<file path="src/rtl/lc_pkg.sv">
// lc_pkg: shared FSM encoding, increment steps and default width for the location counter.
package lc_pkg;
  localparam int LC_WIDTH_DEF = 26;
  localparam logic [1:0] INC_BYTE = 2'd1;
  localparam logic [1:0] INC_HALF = 2'd2;
  typedef enum logic [1:0] {
    ST_VALID = 2'b00,
    ST_NEED  = 2'b01,
    ST_REQ   = 2'b10
  } lc_state_e;
endpackage

</file>
<file path="src/rtl/lc_fetch_fsm.sv">
// lc_fetch_fsm: word-present tracking and fetch request/acknowledge handshake.
module lc_fetch_fsm
  import lc_pkg::*;
(
  input  logic clk,
  input  logic rst,
  input  logic word_change_i,
  input  logic load_i,
  input  logic inc_i,
  input  logic fetch_ack_i,
  output logic valid_o,
  output logic need_fetch_o,
  output logic fetch_req_o,
  output logic stall_o
);
  lc_state_e state_q, state_d;
  always_ff @(posedge clk) begin
    state_q <= rst ? ST_NEED : state_d;
  end
  // A load while requesting abandons the in-flight word, so any same-cycle ack is stale.
  always_comb begin
    state_d = (state_q == ST_VALID) ? ((load_i | word_change_i) ? ST_NEED : ST_VALID)
            : (state_q == ST_NEED)  ? ST_REQ
            : load_i                ? ST_NEED
            : fetch_ack_i           ? ST_VALID
            :                         ST_REQ;
  end
  always_comb begin
    valid_o      = state_q == ST_VALID;
    need_fetch_o = state_q != ST_VALID;
    fetch_req_o  = state_q == ST_REQ;
    stall_o      = inc_i & (state_q != ST_VALID);
  end
endmodule

</file>
<file path="src/rtl/lc_counter.sv">
// lc_counter: byte-address location counter with word-fetch handshake.
// Define LC_PARITY_EN to add the registered odd-parity output LC_PAR.
module lc_counter
  import lc_pkg::*;
#(
  parameter int               WIDTH    = LC_WIDTH_DEF,
  parameter logic [WIDTH-1:0] RESET_LC = '0
) (
  input  logic             CLK,
  input  logic             RESET,
  input  logic             LD,
  input  logic [WIDTH-1:0] LD_DATA,
  input  logic             INC,
  input  logic             BYTE_MODE,
  input  logic             FETCH_ACK,
  output logic [WIDTH-1:0] LC,
  output logic [WIDTH-3:0] LC_WORD,
  output logic             NEED_FETCH,
  output logic             FETCH_REQ,
  output logic             STALL,
  output logic             CARRY_OUT
`ifdef LC_PARITY_EN
  , output logic           LC_PAR
`endif
);
  logic [WIDTH-1:0] lc_q, lc_d;
  logic             carry_q, carry_d;
  logic [WIDTH:0]   sum;
  logic             valid, inc_go, word_change;
  assign sum         = {1'b0, lc_q} + {{(WIDTH-1){1'b0}}, (BYTE_MODE ? INC_BYTE : INC_HALF)};
  assign inc_go      = INC & ~LD & valid;
  assign word_change = inc_go & (sum[WIDTH-1:2] != lc_q[WIDTH-1:2]);
  always_comb begin
    lc_d    = LD ? LD_DATA : inc_go ? sum[WIDTH-1:0] : lc_q;
    carry_d = inc_go & sum[WIDTH];
  end
  always_ff @(posedge CLK) begin
    lc_q    <= RESET ? RESET_LC : lc_d;
    carry_q <= ~RESET & carry_d;
  end
  assign LC        = lc_q;
  assign LC_WORD   = lc_q[WIDTH-1:2];
  assign CARRY_OUT = carry_q;
`ifdef LC_PARITY_EN
  logic par_q;
  always_ff @(posedge CLK) begin
    par_q <= RESET ? ~^RESET_LC : ~^lc_d;
  end
  assign LC_PAR = par_q;
`endif
  lc_fetch_fsm u_fsm (
    .clk          (CLK),
    .rst          (RESET),
    .word_change_i(word_change),
    .load_i       (LD),
    .inc_i        (INC),
    .fetch_ack_i  (FETCH_ACK),
    .valid_o      (valid),
    .need_fetch_o (NEED_FETCH),
    .fetch_req_o  (FETCH_REQ),
    .stall_o      (STALL)
  );
endmodule

</file>
<file path="config.mk">
export PLATFORM = sky130hd
export DESIGN_NAME = lc_counter
export DESIGN_NICKNAME = d
export VERILOG_FILES = /design/src/rtl/lc_pkg.sv /design/src/rtl/lc_fetch_fsm.sv /design/src/rtl/lc_counter.sv
export SDC_FILE = /design/constraint.sdc
export NUM_CORES = 1
export LEC_CHECK = 0
export ABC_CLOCK_PERIOD_IN_PS = 2800
export BUFFER_PORTS_ARGS = -buffer_cell sky130_fd_sc_hd__buf_2
export CAP_MARGIN = 40
export CELL_PAD_IN_SITES_DETAIL_PLACEMENT = 1
export CELL_PAD_IN_SITES_GLOBAL_PLACEMENT = 2
export CORE_ASPECT_RATIO = 1.2
export CORE_MARGIN = 2
export CORE_UTILIZATION = 25
export DETAILED_ROUTE_END_ITERATION = 10
export PLACE_DENSITY_LB_ADDON = 0.1
export SYNTH_ARGS = -nofsm -noshare
export SYNTH_HDL_FRONTEND = slang
export SYNTH_SLANG_ARGS = --single-unit
</file>
<file path="constraint.sdc">
create_clock -name CLK -period 2.8 [get_ports CLK]
set_clock_uncertainty 0.1 [all_clocks]
set_input_delay 0.42 -clock CLK [delete_from_list [all_inputs] [get_ports CLK]]
set_output_delay 0.42 -clock CLK [all_outputs]
set_load 0.005 [all_outputs]
</file>
== Yosys cells after proc, flatten, opt, wreduce, memory -nomap -nowiden ==
Cells that the tools add are included.
Word-level totals
  logic and storage cells: 27
  register bits after elaboration: 29
  output and inout bits: 54
Cells by class
  eq/ne operators: 3
  reductions and logical operators: 3
  add/sub/neg operators: 1
  bitwise gates (word level): 9
  multiplexer cells: 8
Operators with widths (count)
  26-bit two-way mux: 2
  26-bit by 2-bit adder with 27-bit output: 1
  24-bit != test: 1
  2-bit two-way mux: 5
  1-bit AND: 6
  2-bit nonzero test: 2
  2-bit by 1-bit equality test with 1-bit output (second input constant): 1
  2-bit equality test (second input constant): 1
  2-bit zero test: 1
  1-bit inverter: 2
  1-bit two-way mux: 1
  1-bit OR: 1

== Logic depth before layout (Yosys ltp) ==
  depth in word-level cells: 7
  mapped depth: 8
  gate-level depth less buffers: 7

== Modules after synthesis ==
Synthesis repeated with hierarchy kept, for this count alone.
Unflattened totals
  cells, all modules: 257
  area, all modules: 2047.0 µm²
Modules (own cells, without submodules)
  lc_counter: area an instance 1938.1 µm², cells each 245, times used 1
  lc_fetch_fsm: area an instance 108.9 µm², cells each 12, times used 1

== Worst setup path after synthesis ==
No wires, ideal clock.
  path type: input to register
  start: input BYTE_MODE
  end: register lc_q[12], in the netlist LC[12]
  setup time: 0.091 ns
  cell stages on the path: 8
  slack: 0.238 ns
  buffers on the path: 1
  arrival time: 2.371 ns
  cell sequence: ha_1 -> inv_1 -> fa_1 -> nand3b_1 -> or2_1 -> buf_2 -> or4_1 -> a311oi_1
Between the ends
  longest elaborated chain between the ends: 4
RTL lines
  from (decl): RTL line lc_counter.sv:14  | input logic BYTE_MODE,
  2-bit two-way mux: RTL line lc_counter.sv:30  | assign sum = {1'b0, lc_q} + {{(WIDTH-1){1'b0}}, (BYTE_MODE ? INC_BYTE : INC_HALF)};
  26-bit by 2-bit adder with 27-bit output: RTL line lc_counter.sv:30
  26-bit two-way mux (2 in series): RTL line lc_counter.sv:34  | lc_d = LD ? LD_DATA : inc_go ? sum[WIDTH-1:0] : lc_q;
  to (signal assigned): RTL line lc_counter.sv:38  | lc_q <= RESET ? RESET_LC : lc_d;
  to (decl): RTL line lc_counter.sv:26  | logic [WIDTH-1:0] lc_q, lc_d;
No other way between the ends. The select of a mux whose other input is x is not followed.
A chain may end at the register's enable or synchronous reset.

== Worst setup path in the final report ==
  start: register lc_q[0], in the netlist LC[0]
  end: register lc_q[16], in the netlist LC[16]
Between the ends
  longest elaborated chain between the ends: 3
RTL lines (RTL line)
  26-bit by 2-bit adder with 27-bit output: lc_counter.sv:30
  26-bit two-way mux (2 in series): lc_counter.sv:34
No other way between the ends. The select of a mux whose other input is x is not followed.

==> results.cfg <==
[outcome]
status = completed

[route]
post_drt_wl_per_cell_um = 16.0
first_pass_iters = 4
drc_errors = 0
vias = 2006
wl_um = 6280
drt_iter0_markers = 49
ant_nets = 0
via_per_inst = 5.10

[grt]
overflow = 0
grt_use_total_pct = 15.1
grt_first_pass_wirelength_um = 10000
antenna_found_initial = 0
first_global_vias = 1924
grt_max_degree = 30

[floorplanning]
rows = 35
die_h_um = 100
start_util_pct = 25.4
core_area_um2 = 7580
die_w_um = 84.0
io_pins = 86
die-area_um2 = 8410

[power_and_ir_drop]
leakagePower_nw = 0.990
power_density_nw_per_um2 = 438
power_mw = 1.04
max-vdd-ir-drop_mv = 0.171

[synth]
synth_top_cell_by_area = dfxtp_1
netlist_area_um2 = 1920
synth_fp_nets = 272
async_reset_ff_share_pct = 0
synthDistinctLibCells = 43
synthCells = 237
syn_avg_cell_area_um2 = 8.11
yosys-top-cells-area = dfxtp_1 30%, buf_4 9.8%, a311oi_1 5.9%
ys_warn_count = 0
ys_seq_area_share_pct = 30.2
synth-main-ff-cell = dfxtp_1
synth_edf_count = 0
synth.top_cell.area_share_pct = 30.2
synth_seq_cells = 29

[place]
dpl_cell_area_um2 = 2280
io_buffers = 85
hpwlAfterDp_um = 4710
place_congestion = 0.728
place_ws_ps = 104

[setup_path]
cp-start-kind = flip-flop
path_buf_inv = 1
max_stage_delay_ps = 530
cp_slowest_cell = or4_1
path_cells = ha_1, inv_1, fa_1, nand3b_1, or2_1, or4_1, a311oi_1
crit_family = simple AND/OR/NAND/NOR gates
r2r_slack_ps = 280
critical_path_class = flip-flop to flip-flop
worstPathRequired_ps = 2890
reg2reg_depth = 7
cp_num_cells = 7
arrival_ps = 2610
endpoint_kind = flip-flop
crit_fanout = 7

[layout]
area_growth_pct = 23.2
num-nets-final = 336
n_antenna_cell = 0
final_area_um2 = 2370
utilization_pct = 31.3
fillers = 966
drive_above_1_share_pct = 35.2

[sta]
setup-tns-final_ps = 0
slew_headroom_pct = 60.9
slew_viol_final = 0
setup_ws_ps = 285
setup-violations-final = 0
tightest_slew_ps = 587
rsz0062_at_grt = false
min_period_ps = 2520
hold_viol_final = 0
max_freq_mhz = 398
fin_crit_sh_pct = 89.8

[clocking]
cts.sinks = 29
ctsResizeCount = 0
numCtsBuffers = 5
cts.root.buffer_cell = clkbuf_8
clock_path_buffers = 2
cts_tree = yes
post_cts_buffers = 0
htreeDepth = 2
clk_latency_ps = 290
hold_buffers = 0
path_clk_slew_ps = 70

[worst_hold_path]
hp-class = input port to flip-flop
hold_path_depth = 3

[job]
maxCapViolCount = 0
kinds of logic (layout without fill, tap and decap cells):
group / after synthesis / in the layout / share of synthesized area, %
flip-flops: 29 / 29 / 30.2
AND/OR/NAND/NOR: 102 / 102 / 30.6
adder cells (fa/ha/maj): 3 / 3 / 2.34
XOR/XNOR: 7 / 7 / 3.19
buffers and inverters: 48 / 112 / 14.8
AO/OA/AOI/OAI: 48 / 48 / 18.8
layout by cell type (no fill, tap or decap), types with 2 or more instances in the layout:
cell type	n
buf_2	85
dfxtp_1	29
nor2_1	27
nand2_1	14
a311oi_1	13
inv_1	11
a211oi_1	9
or4_1	8
buf_4	8
nand3_1	7
or3_1	7
o21ai_0	7
xnor2_1	7
and4_1	6
nor3_1	6
nor4_1	6
o31ai_1	6
clkbuf_8	6
nand4_1	5
a2111oi_0	4
and2_1	3
a21oi_1	3
and3_1	2
a21o_1	2
ha_1	2
cells in the mapped netlist, types with 2 or more instances:
master / instances
nand3_1: 7
a2111oi_0: 4
and3_1: 2
or3_1: 7
dfxtp_1: 29
nand2_1: 14
nor2_1: 27
a311oi_1: 13
a211oi_1: 9
a21o_1: 2
clkbuf_1: 7
nand4_1: 5
a21oi_1: 3
nor4_1: 6
or4_1: 8
inv_1: 11
and2_1: 3
ha_1: 2
o31ai_1: 6
o21ai_0: 7
buf_2: 3
xnor2_1: 7
and4_1: 6
buf_4: 25
nor3_1: 6
metrics by stage:
stage / instances / hold slack [ps]
2_1_floorplan: 237 / 390
3_3_place_gp: 386 / 409
3_5_place_dp: 386 / 409
4_1_cts: 393 / 281
5_1_grt: 393 / 281
6_report: 393 / 282
worst paths after layout:
path / start / end
worst min register to register: LC[0]$_SDFFE_PP0P_ / LC[0]$_SDFFE_PP0P_
worst max register to register: LC[0]$_SDFFE_PP0P_ / LC[16]$_SDFFE_PP0P_
worst min-delay path: LD_DATA[21] / LC[21]$_SDFFE_PP0P_
worst max-delay path: LC[0]$_SDFFE_PP0P_ / LC[16]$_SDFFE_PP0P_
metal layers:
layer  part of all wire (%)  track usage (%)
met1                     45             18.7
met2                     49             26.2
met3                    5.3             3.21
met4                    1.1             4.84
met5                      0                0
worst register-to-register path: stages (launching register included):
cell and delay, ps:
dfxtp_1 370, ha_1 210, inv_1 60, fa_1 390
nand3b_1 190, or2_1 320, or4_1 530, a311oi_1 260
registers in the layout, indices dropped and copies added (netlist names):
register	flops
CARRY_OUT	1
u_fsm.state_q	2
LC	26
layout make-up:
cell class / instances / area, µm² / share of cell area (%)
clock buffers: 7 / 86.3 / 3.65
inverters: 12 / 45.0 / 1.90
multi-input cells: 160 / 1060 / 44.6
flip-flops and latches: 29 / 581 / 24.5
well taps: 92 / 115 / 4.86
repair buffers: 93 / 485 / 20.5
power breakdown:
group | internal [mW] | total (mW) | switching, mW
clock network | 0.195 | 0.364 | 0.169
registers | 0.442 | 0.488 | 0.0466
logic | 0.0934 | 0.186 | 0.0928
total | 0.730 | 1.04 | 0.308
(Power assumes the default switching activity.)
